### src/rtl/lza_norm_seq_if.sv
// Request/LZA/result signal bundle for the sequential LZA-driven normalizer.
// slave is the normalizer's view; master is the requester/LZA/consumer side.
interface lza_norm_seq_if #(
    parameter int unsigned WIDTH = 25,
    parameter int unsigned EW    = 8,
    parameter int unsigned CW    = $clog2(WIDTH) + 1
);
    logic             in_valid;
    logic             in_ready;
    logic [WIDTH-1:0] in_op_a;
    logic [WIDTH-1:0] in_op_b;
    logic [EW-1:0]    in_exp;
    logic [WIDTH-1:0] lza_op_a;
    logic [WIDTH-1:0] lza_op_b;
    logic [CW-1:0]    lza_count;
    logic             lza_err;
    logic             out_valid;
    logic             out_ready;
    logic [WIDTH-1:0] out_mant;
    logic [EW-1:0]    out_exp;
    logic             out_zero;
    logic             out_swap;
    logic             out_uflow;
    logic             out_corr;
    logic             out_err_mismatch;
    logic             busy;

    modport slave (
        input  in_valid, in_op_a, in_op_b, in_exp, lza_count, lza_err, out_ready,
        output in_ready, lza_op_a, lza_op_b, out_valid, out_mant, out_exp,
               out_zero, out_swap, out_uflow, out_corr, out_err_mismatch, busy
    );

    modport master (
        output in_valid, in_op_a, in_op_b, in_exp, lza_count, lza_err, out_ready,
        input  in_ready, lza_op_a, lza_op_b, out_valid, out_mant, out_exp,
               out_zero, out_swap, out_uflow, out_corr, out_err_mismatch, busy
    );
endinterface

### src/rtl/lza_norm_seq.sv
// Sequential normalizer: orders operands, takes |A-B|, shifts by an external
// LZA prediction (clamped by exponent) and fixes a one-bit underestimate.
module lza_norm_seq #(
    parameter int unsigned WIDTH = 25,
    parameter int unsigned EW    = 8,
    parameter int unsigned CW    = $clog2(WIDTH) + 1
) (
    input logic           clk,
    input logic           rst_n,
    lza_norm_seq_if.slave bus
);
    localparam int unsigned SW = ((CW > EW) ? CW : EW) + 1;

    typedef enum logic [2:0] {IDLE, CALC, SHIFT, CORR, DONE} state_t;

    state_t           state_q, state_d;
    logic             in_ready_q, in_ready_d;
    logic             out_valid_q, out_valid_d;
    logic             busy_q, busy_d;
    logic [WIDTH-1:0] a_q, a_d, b_q, b_d, d_q, d_d, mant_q, mant_d;
    logic [EW-1:0]    exp_in_q, exp_in_d, exp_q, exp_d;
    logic [SW-1:0]    sh_q, sh_d;
    logic             swap_q, swap_d, zero_q, zero_d, uflow_q, uflow_d;
    logic             corr_q, corr_d, mism_q, mism_d, err_q, err_d;

    logic [SW-1:0]    lim_c, sh_c;
    logic             uflow_c;

    // Shift amount = min(count, WIDTH-1, exp); underflow when exp is the binding limit
    always_comb begin : shift_amt
        lim_c   = (SW'(bus.lza_count) < SW'(WIDTH - 1)) ? SW'(bus.lza_count) : SW'(WIDTH - 1);
        uflow_c = SW'(exp_in_q) < lim_c;
        sh_c    = uflow_c ? SW'(exp_in_q) : lim_c;
    end

    always_comb begin : next_state
        state_d  = state_q;
        a_d      = a_q;
        b_d      = b_q;
        d_d      = d_q;
        mant_d   = mant_q;
        exp_in_d = exp_in_q;
        exp_d    = exp_q;
        sh_d     = sh_q;
        swap_d   = swap_q;
        zero_d   = zero_q;
        uflow_d  = uflow_q;
        corr_d   = corr_q;
        mism_d   = mism_q;
        err_d    = err_q;

        case (state_q)
            IDLE: begin
                if (bus.in_valid) begin
                    if (bus.in_op_b > bus.in_op_a) begin
                        a_d    = bus.in_op_b;
                        b_d    = bus.in_op_a;
                        swap_d = 1'b1;
                    end else begin
                        a_d    = bus.in_op_a;
                        b_d    = bus.in_op_b;
                        swap_d = 1'b0;
                    end
                    d_d      = a_d - b_d;
                    exp_in_d = bus.in_exp;
                    mant_d   = '0;
                    exp_d    = '0;
                    sh_d     = '0;
                    zero_d   = 1'b0;
                    uflow_d  = 1'b0;
                    corr_d   = 1'b0;
                    mism_d   = 1'b0;
                    err_d    = 1'b0;
                    state_d  = CALC;
                end
            end
            CALC: begin
                err_d = bus.lza_err;
                if (d_q == '0) begin
                    zero_d  = 1'b1;
                    mant_d  = '0;
                    exp_d   = '0;
                    state_d = DONE;
                end else begin
                    sh_d    = sh_c;
                    uflow_d = uflow_c;
                    state_d = SHIFT;
                end
            end
            SHIFT: begin
                mant_d  = d_q << sh_q;
                exp_d   = exp_in_q - EW'(sh_q);
                state_d = CORR;
            end
            CORR: begin
                // LZA may underestimate by one; fix it unless exponent is exhausted
                if (!mant_q[WIDTH-1] && (exp_q != '0) && !uflow_q) begin
                    mant_d = mant_q << 1;
                    exp_d  = exp_q - EW'(1);
                    corr_d = 1'b1;
                end else begin
                    corr_d = 1'b0;
                end
                mism_d  = err_q ^ corr_d;
                state_d = DONE;
            end
            DONE: begin
                if (bus.out_ready) begin
                    a_d     = '0;
                    b_d     = '0;
                    state_d = IDLE;
                end
            end
            default: state_d = IDLE;
        endcase

        in_ready_d  = (state_d == IDLE);
        out_valid_d = (state_d == DONE);
        busy_d      = (state_d != IDLE);
    end

    always_ff @(posedge clk or negedge rst_n) begin : regs
        if (!rst_n) begin
            state_q     <= IDLE;
            in_ready_q  <= 1'b1;
            out_valid_q <= 1'b0;
            busy_q      <= 1'b0;
            a_q         <= '0;
            b_q         <= '0;
            d_q         <= '0;
            mant_q      <= '0;
            exp_in_q    <= '0;
            exp_q       <= '0;
            sh_q        <= '0;
            swap_q      <= 1'b0;
            zero_q      <= 1'b0;
            uflow_q     <= 1'b0;
            corr_q      <= 1'b0;
            mism_q      <= 1'b0;
            err_q       <= 1'b0;
        end else begin
            state_q     <= state_d;
            in_ready_q  <= in_ready_d;
            out_valid_q <= out_valid_d;
            busy_q      <= busy_d;
            a_q         <= a_d;
            b_q         <= b_d;
            d_q         <= d_d;
            mant_q      <= mant_d;
            exp_in_q    <= exp_in_d;
            exp_q       <= exp_d;
            sh_q        <= sh_d;
            swap_q      <= swap_d;
            zero_q      <= zero_d;
            uflow_q     <= uflow_d;
            corr_q      <= corr_d;
            mism_q      <= mism_d;
            err_q       <= err_d;
        end
    end

    assign bus.in_ready         = in_ready_q;
    assign bus.out_valid        = out_valid_q;
    assign bus.busy             = busy_q;
    assign bus.lza_op_a         = a_q;
    assign bus.lza_op_b         = b_q;
    assign bus.out_mant         = mant_q;
    assign bus.out_exp          = exp_q;
    assign bus.out_zero         = zero_q;
    assign bus.out_swap         = swap_q;
    assign bus.out_uflow        = uflow_q;
    assign bus.out_corr         = corr_q;
    assign bus.out_err_mismatch = mism_q;
endmodule

### src/flat_wrapper.sv
// flat-port wrapper written by rule: the top's interface ports become plain ports
module lza_norm_seq_flat 
#(
    parameter int unsigned WIDTH = 25,
    parameter int unsigned EW    = 8,
    parameter int unsigned CW    = $clog2(WIDTH) + 1
)
  (clk, rst_n, bus_in_valid, bus_in_op_a, bus_in_op_b, bus_in_exp, bus_lza_count, bus_lza_err, bus_out_ready, bus_in_ready, bus_lza_op_a, bus_lza_op_b, bus_out_valid, bus_out_mant, bus_out_exp, bus_out_zero, bus_out_swap, bus_out_uflow, bus_out_corr, bus_out_err_mismatch, bus_busy);
  lza_norm_seq_if #(.WIDTH(WIDTH), .EW(EW), .CW(CW)) bus_i ();
  input logic clk;
  input logic rst_n;
  input wire logic [$bits(bus_i.in_valid)-1:0] bus_in_valid;
  input wire logic [$bits(bus_i.in_op_a)-1:0] bus_in_op_a;
  input wire logic [$bits(bus_i.in_op_b)-1:0] bus_in_op_b;
  input wire logic [$bits(bus_i.in_exp)-1:0] bus_in_exp;
  input wire logic [$bits(bus_i.lza_count)-1:0] bus_lza_count;
  input wire logic [$bits(bus_i.lza_err)-1:0] bus_lza_err;
  input wire logic [$bits(bus_i.out_ready)-1:0] bus_out_ready;
  output wire logic [$bits(bus_i.in_ready)-1:0] bus_in_ready;
  output wire logic [$bits(bus_i.lza_op_a)-1:0] bus_lza_op_a;
  output wire logic [$bits(bus_i.lza_op_b)-1:0] bus_lza_op_b;
  output wire logic [$bits(bus_i.out_valid)-1:0] bus_out_valid;
  output wire logic [$bits(bus_i.out_mant)-1:0] bus_out_mant;
  output wire logic [$bits(bus_i.out_exp)-1:0] bus_out_exp;
  output wire logic [$bits(bus_i.out_zero)-1:0] bus_out_zero;
  output wire logic [$bits(bus_i.out_swap)-1:0] bus_out_swap;
  output wire logic [$bits(bus_i.out_uflow)-1:0] bus_out_uflow;
  output wire logic [$bits(bus_i.out_corr)-1:0] bus_out_corr;
  output wire logic [$bits(bus_i.out_err_mismatch)-1:0] bus_out_err_mismatch;
  output wire logic [$bits(bus_i.busy)-1:0] bus_busy;
  assign bus_i.in_valid = bus_in_valid;
  assign bus_i.in_op_a = bus_in_op_a;
  assign bus_i.in_op_b = bus_in_op_b;
  assign bus_i.in_exp = bus_in_exp;
  assign bus_i.lza_count = bus_lza_count;
  assign bus_i.lza_err = bus_lza_err;
  assign bus_i.out_ready = bus_out_ready;
  assign bus_in_ready = bus_i.in_ready;
  assign bus_lza_op_a = bus_i.lza_op_a;
  assign bus_lza_op_b = bus_i.lza_op_b;
  assign bus_out_valid = bus_i.out_valid;
  assign bus_out_mant = bus_i.out_mant;
  assign bus_out_exp = bus_i.out_exp;
  assign bus_out_zero = bus_i.out_zero;
  assign bus_out_swap = bus_i.out_swap;
  assign bus_out_uflow = bus_i.out_uflow;
  assign bus_out_corr = bus_i.out_corr;
  assign bus_out_err_mismatch = bus_i.out_err_mismatch;
  assign bus_busy = bus_i.busy;
  lza_norm_seq #(.WIDTH(WIDTH), .EW(EW), .CW(CW)) u_core (.clk(clk), .rst_n(rst_n), .bus(bus_i));
endmodule
### config.mk
export PLATFORM = sky130hd
export DESIGN_NAME = lza_norm_seq_flat
export DESIGN_NICKNAME = d
export VERILOG_FILES = /design/src/rtl/lza_norm_seq_if.sv /design/src/rtl/lza_norm_seq.sv /design/src/flat_wrapper.sv
export SDC_FILE = /design/constraint.sdc
export NUM_CORES = 1
export LEC_CHECK = 0
export CORE_MARGIN = 2
export CORE_UTILIZATION = 45
export CTS_CLUSTER_SIZE = 30
export DETAILED_ROUTE_END_ITERATION = 16
export PLACE_DENSITY = 0.69
export SETUP_SLACK_MARGIN = 0.02
export SYNTH_ARGS = -nofsm -noshare
export SYNTH_HDL_FRONTEND = slang
export SYNTH_SLANG_ARGS = --single-unit
### constraint.sdc
create_clock -name clk -period 3.11 [get_ports clk]
set_input_delay 0.4665 -clock clk [delete_from_list [all_inputs] [get_ports clk]]
set_output_delay 0.4665 -clock clk [all_outputs]
set_load 0.01 [all_outputs]
### Word-level counts from Yosys, hierarchy flattened

Cells that the tools add are included.

* reduce and logical (&&, ||, !) cells: 20
* add/subtract/negate cells: 3
* shift-type cells: 1
* equal/unequal tests: 10
* bitwise gates (word level): 1
* $lt $le $gt $ge: 3
* mux-type cells: 39

Operator list (number)
* two-way mux 25 bit: 12
* case mux 25 bit (2 select lines): 2
* case mux 25 bit (4 select lines): 1
* case mux 8 bit (4 select lines): 1
* two-way mux 9 bit: 3
* greater-than comparator 25 bit: 1
* zero test 25 bit: 1
* left shift 25 x 9 -> 25 bit: 1
* subtractor 25 bit: 1
* two-way mux 8 bit: 3
* case mux 9 bit (2 select lines): 1
* case mux 3 bit (5 select lines): 1
* case mux 1 bit (2 select lines): 5
* < comparator 8 x 9 -> 1 bit: 1
* two-way mux 3 bit: 3
* AND reduction 3 bit: 3
* nonzero test 8 bit: 1
* subtractor 8 x 1 -> 8 bit (second input constant): 1
* subtractor 8 bit: 1
* == test 3 x 2 -> 1 bit (second input constant): 2
* == test 3 bit (second input constant): 2
* zero test 3 bit: 2
* < comparator 6 x 5 -> 1 bit (second input constant): 1
* two-way mux 1 bit: 6
* 12 further kinds: 21

* word-level logic and storage cells: 94
* output and inout port bits: 91
* flip-flop bits (word level): 137
* bits of input ports: 69

### Longest topological paths before layout

* depth in word-level cells: 7
* mapped depth: 19
* gate-level depth less buffers: 16

### Worst setup path after synthesis

Ideal clock, no wire load.

* path kind: input-to-reg
* from: in bus_in_op_a[10]
* to: reg u_core.d_q[22]
* data required time: 3.039 ns
* stages on the path: 19
* setup slack: -1.108 ns
* setup time: 0.071 ns
* path buffers: 3
* arrival: 4.147 ns
* path through: inv_1 ha_1 buf_2 nand2_1 or3_4 a2111oi_2 o31a_1 buf_6 buf_6 o211ai_1 o21a_1 ha_1 a311oi_2 o22ai_1 a211oi_4 a21o_4 nor4_1 or4_1 nand3_1

* longest elaborated chain between the ends: 5
* elaborated cells on any way between the ends: 8
* classes of those cells: add/sub (1); order compare (1); mux (6)

Ends and longest elaborated chain
* start: declaration: line flat_wrapper.sv:13 `input wire logic [$bits(bus_i.in_op_a)-1:0] bus_in_op_a;`
* greater-than comparator 25 bit: line lza_norm_seq.sv:55 `if (bus.in_op_b > bus.in_op_a) begin`
* two-way mux 25 bit: line lza_norm_seq.sv:55
* two-way mux 25 bit: line lza_norm_seq.sv:54 `if (bus.in_valid) begin`
* two-way mux 25 bit: line lza_norm_seq.sv:52 `case (state_q)`
* subtractor 25 bit (*): line lza_norm_seq.sv:64 `d_d = a_d - b_d;`
* end signal: assignment: line lza_norm_seq.sv:130 `d_q <= '0;`
* end signal: assignment: line lza_norm_seq.sv:148 `d_q <= d_d;`
* end: declaration: line lza_norm_seq.sv:20 `logic [WIDTH-1:0] a_q, a_d, b_q, b_d, d_q, d_d, mant_q, mant_d;`

Every way passes the cells marked *; elsewhere a longest branch is shown, timed or not. The select of a mux whose other input is x is not followed.
A chain may end at the register's enable or synchronous reset.

### Worst setup path after layout

* from: in bus_in_op_b[15]
* to: reg u_core.d_q[18]

* longest elaborated chain between the ends: 5
* elaborated cells on any way between the ends: 8
* classes of those cells: add/sub (1); order compare (1); mux (6)

Ends and longest elaborated chain
* start: declaration: line flat_wrapper.sv:14 `input wire logic [$bits(bus_i.in_op_b)-1:0] bus_in_op_b;`
* greater-than comparator 25 bit: line lza_norm_seq.sv:55
* two-way mux 25 bit: line lza_norm_seq.sv:55
* two-way mux 25 bit: line lza_norm_seq.sv:54
* two-way mux 25 bit: line lza_norm_seq.sv:52
* subtractor 25 bit (*): line lza_norm_seq.sv:64

Marks and branches as above.

==> flow_summary.json <==
{
  "status": "finished, violations left",
  "violations": "negative setup slack",
  "syn_nets": 1296,
  "final_util_pct": 68.7,
  "grt_start_max_net_pins": 60,
  "syn_inst": 1187,
  "ioPinCount": 160,
  "regToRegEndpoint": "u_core.bus.out_mant[18]",
  "grt_pass1_vias": 9891,
  "drive_gt1_share_pct": 30.3,
  "antenna_found_initial": 0,
  "hold_path_class": "input port to async pin",
  "netlist_area_um2": 9500,
  "drt_iter0_markers": 684,
  "syn2layout_area_growth_pct": 51.1,
  "synth_edf_count": 0,
  "final.min_clock_period_ps": 3610,
  "drv_slew": 0,
  "post-dp-hpwl_mm": 22.7,
  "initial_utilization_pct": 45.5,
  "core_um2": 20900,
  "crit_fanout": 3,
  "ys_async_sr_fraction_pct": 100,
  "end_kind": "register",
  "place.port_buffers": 159,
  "h-tree-depth": 4,
  "drc": 0,
  "viasPerCell": 5.67,
  "insertion_delay_ps": 440,
  "startpoint_type": "input port",
  "wl_per_cell_um": 17.7,
  "cp.required_ps": 3400,
  "ys_ff_latch": 136,
  "final_cell_mix": "buf_4, nand2_1, dfrtp_1, o21ai_0, clkdlybuf4s50_1",
  "p_leak_nw": 6.53,
  "rsz0062_at_grt": "yes",
  "synth_top_flop_cell": "dfrtp_1",
  "slew_headroom_pct": 53.3,
  "grt_pass1_wl_mm": 50.3,
  "die_y_um": 149,
  "die_w_um": 149,
  "power-per-cell-area_nw_per_um2": 867,
  "hold_viol": 0,
  "ir_drop_v": 0.000454,
  "worst_pin_slew_ps": 699,
  "clk_pin_slew_ps": 60,
  "n_antenna_cell": 0,
  "clock_skew_ps": 17.3,
  "yosysUniqueCellTypes": 73,
  "cts_buffer_depth": 2,
  "yosysWarnings": 0,
  "ff2ff_path_depth": 9,
  "cts_inserted_buffers": 17,
  "wl_mm": 32.5,
  "clock-root-buffer": "clkbuf_16",
  "place_congestion": 0.909,
  "grt.total_usage_pct": 28.2,
  "num_vias": 10400,
  "period_share_pct": 116,
  "finalSetupViolCount": 18,
  "cts_tree": "built",
  "cts.sinks": 136,
  "final_common_cell": "buf_4",
  "worstSetupPathType": "input port to register",
  "ant_nets": 0,
  "setup_slack_ps": -505,
  "yosysSeqAreaShare_pct": 35.9,
  "r2r-start": "u_core.d_q[3]",
  "setup_tns_ps": -6240,
  "drt_pre_antenna_iters": 6,
  "reg2reg_setup_slack_ps": 500,
  "die-area_um2": 22300,
  "cts_hold_buffers": 0,
  "rows": 53,
  "holdWs_ps": 3.29,
  "drv_cap": 0,
  "arrival_ps": 3910,
  "finalNetCount": 1655,
  "syn_area_per_cell_um2": 8.00,
  "fmax_mhz": 277,
  "grt-ovfl-total": 0
}
-- flip-flops by register name, indices dropped and copies added, names as in the netlist, 3 cells and up --
signal and flops:
u_core.state_q 3, u_core.exp_in_q 8, u_core.bus.out_exp 8, u_core.bus.out_mant 25, u_core.bus.lza_op_b 25, u_core.d_q 25, u_core.bus.lza_op_a 25, u_core.sh_q 8
-- worst max path at each step --
stage                               start  depth (start not counted)  slack (ps)        endpoint
after floorplan            bus_in_op_a[6]                         18        -810  u_core.d_q[22]
after global placement     bus_in_op_a[9]                         18       -1420  u_core.d_q[18]
after detailed placement   bus_in_op_a[9]                         18       -1420  u_core.d_q[20]
after CTS                  bus_in_op_a[3]                         17        -400  u_core.d_q[22]
after global routing       bus_in_op_a[8]                         18        -610  u_core.d_q[16]
final                     bus_in_op_b[15]                         18        -500  u_core.d_q[18]
-- logic make-up (layout without fill, tap and decap cells) --
kind of cell / after synthesis / count (layout) / share of synthesized area, %
simple gates: 434 / 434 / 20.2
compound gates: 370 / 370 / 24.8
flops: 136 / 136 / 35.9
buf+inv: 127 / 499 / 5.42
mux: 54 / 54 / 6.02
fa+ha+maj: 40 / 40 / 5.35
xor+xnor: 26 / 26 / 2.40
-- cells in the mapped netlist, drive strengths merged, types with 13 or more instances --
master / number / area share (%)
a211oi: 13 / 1.2
a21o: 26 / 2.1
a21oi: 70 / 3.7
a221oi: 22 / 2.0
a31oi: 18 / 1.3
buf: 19 / 1.1
clkbuf: 58 / 2.3
dfrtp: 135 / 36
ha: 39 / 5.1
inv: 49 / 1.9
mux2i: 41 / 4.4
nand2: 193 / 7.6
nand3: 31 / 1.6
nor2: 105 / 4.2
nor3: 28 / 1.5
nor4: 15 / 0.99
o211ai: 14 / 1.1
o21ai: 130 / 6.9
o22ai: 20 / 1.3
or3: 13 / 0.91
xnor2: 13 / 1.2
xor2: 13 / 1.2
-- timing repair --
item                       in CTS  in global routing
buffers inserted               52                 22
setup endpoints to repair      39                 23
resized for setup             271                 73
pin swaps                      53                 44
-- power by group --
group / internal [mW] / switching [mW]
sequential: 2.57 / 0.691
clock: 1.14 / 0.878
combinational: 3.34 / 3.82
-- worst max-delay path: stages --
cell and delay, ps:
buf_4 120, ha_4 270, nand4_1 200, nor3_4 340, nand3_2 130, and2_4 190
or3_4 390, o21a_1 210, ha_2 180, a311oi_4 280, o22ai_2 120, a211oi_4 270
a21o_4 180, buf_6 90, buf_4 120, o21ai_4 70, xnor2_2 200, o21ai_1 70
-- through the flow --
stage	total power, mW	cell area [µm²]	cells	setup WS [ps]
after CTS	12.3	14000	1816	-403
after global routing	13.4	14300	1834	-611
after detailed placement	10.1	12800	1733	-1420
after global placement	9.98	12800	1733	-1420
after floorplan	7.39	9760	1187	-806
final	12.4	14300	1834	-505
-- area by class of cell --
cell class              instances  area, µm²
clock inverters                11        116
inverters                      50        198
fillers                      1705       6540
multi-input cells             924       6320
flip-flops and latches        136       3400
well taps                     275        344
clock buffers                  21        450
repair buffers                417       3520
-- layer usage --
layer  global-route usage [%]  share of wire (%)  vias up
li1                         -                  -     4993
met1                     37.4                 44     4919
met2                     46.5                 47      402
met3                     5.20                5.4       81
met4                     9.86                2.8        0
met5                        0                  0        -
(Power assumes the default switching activity.)
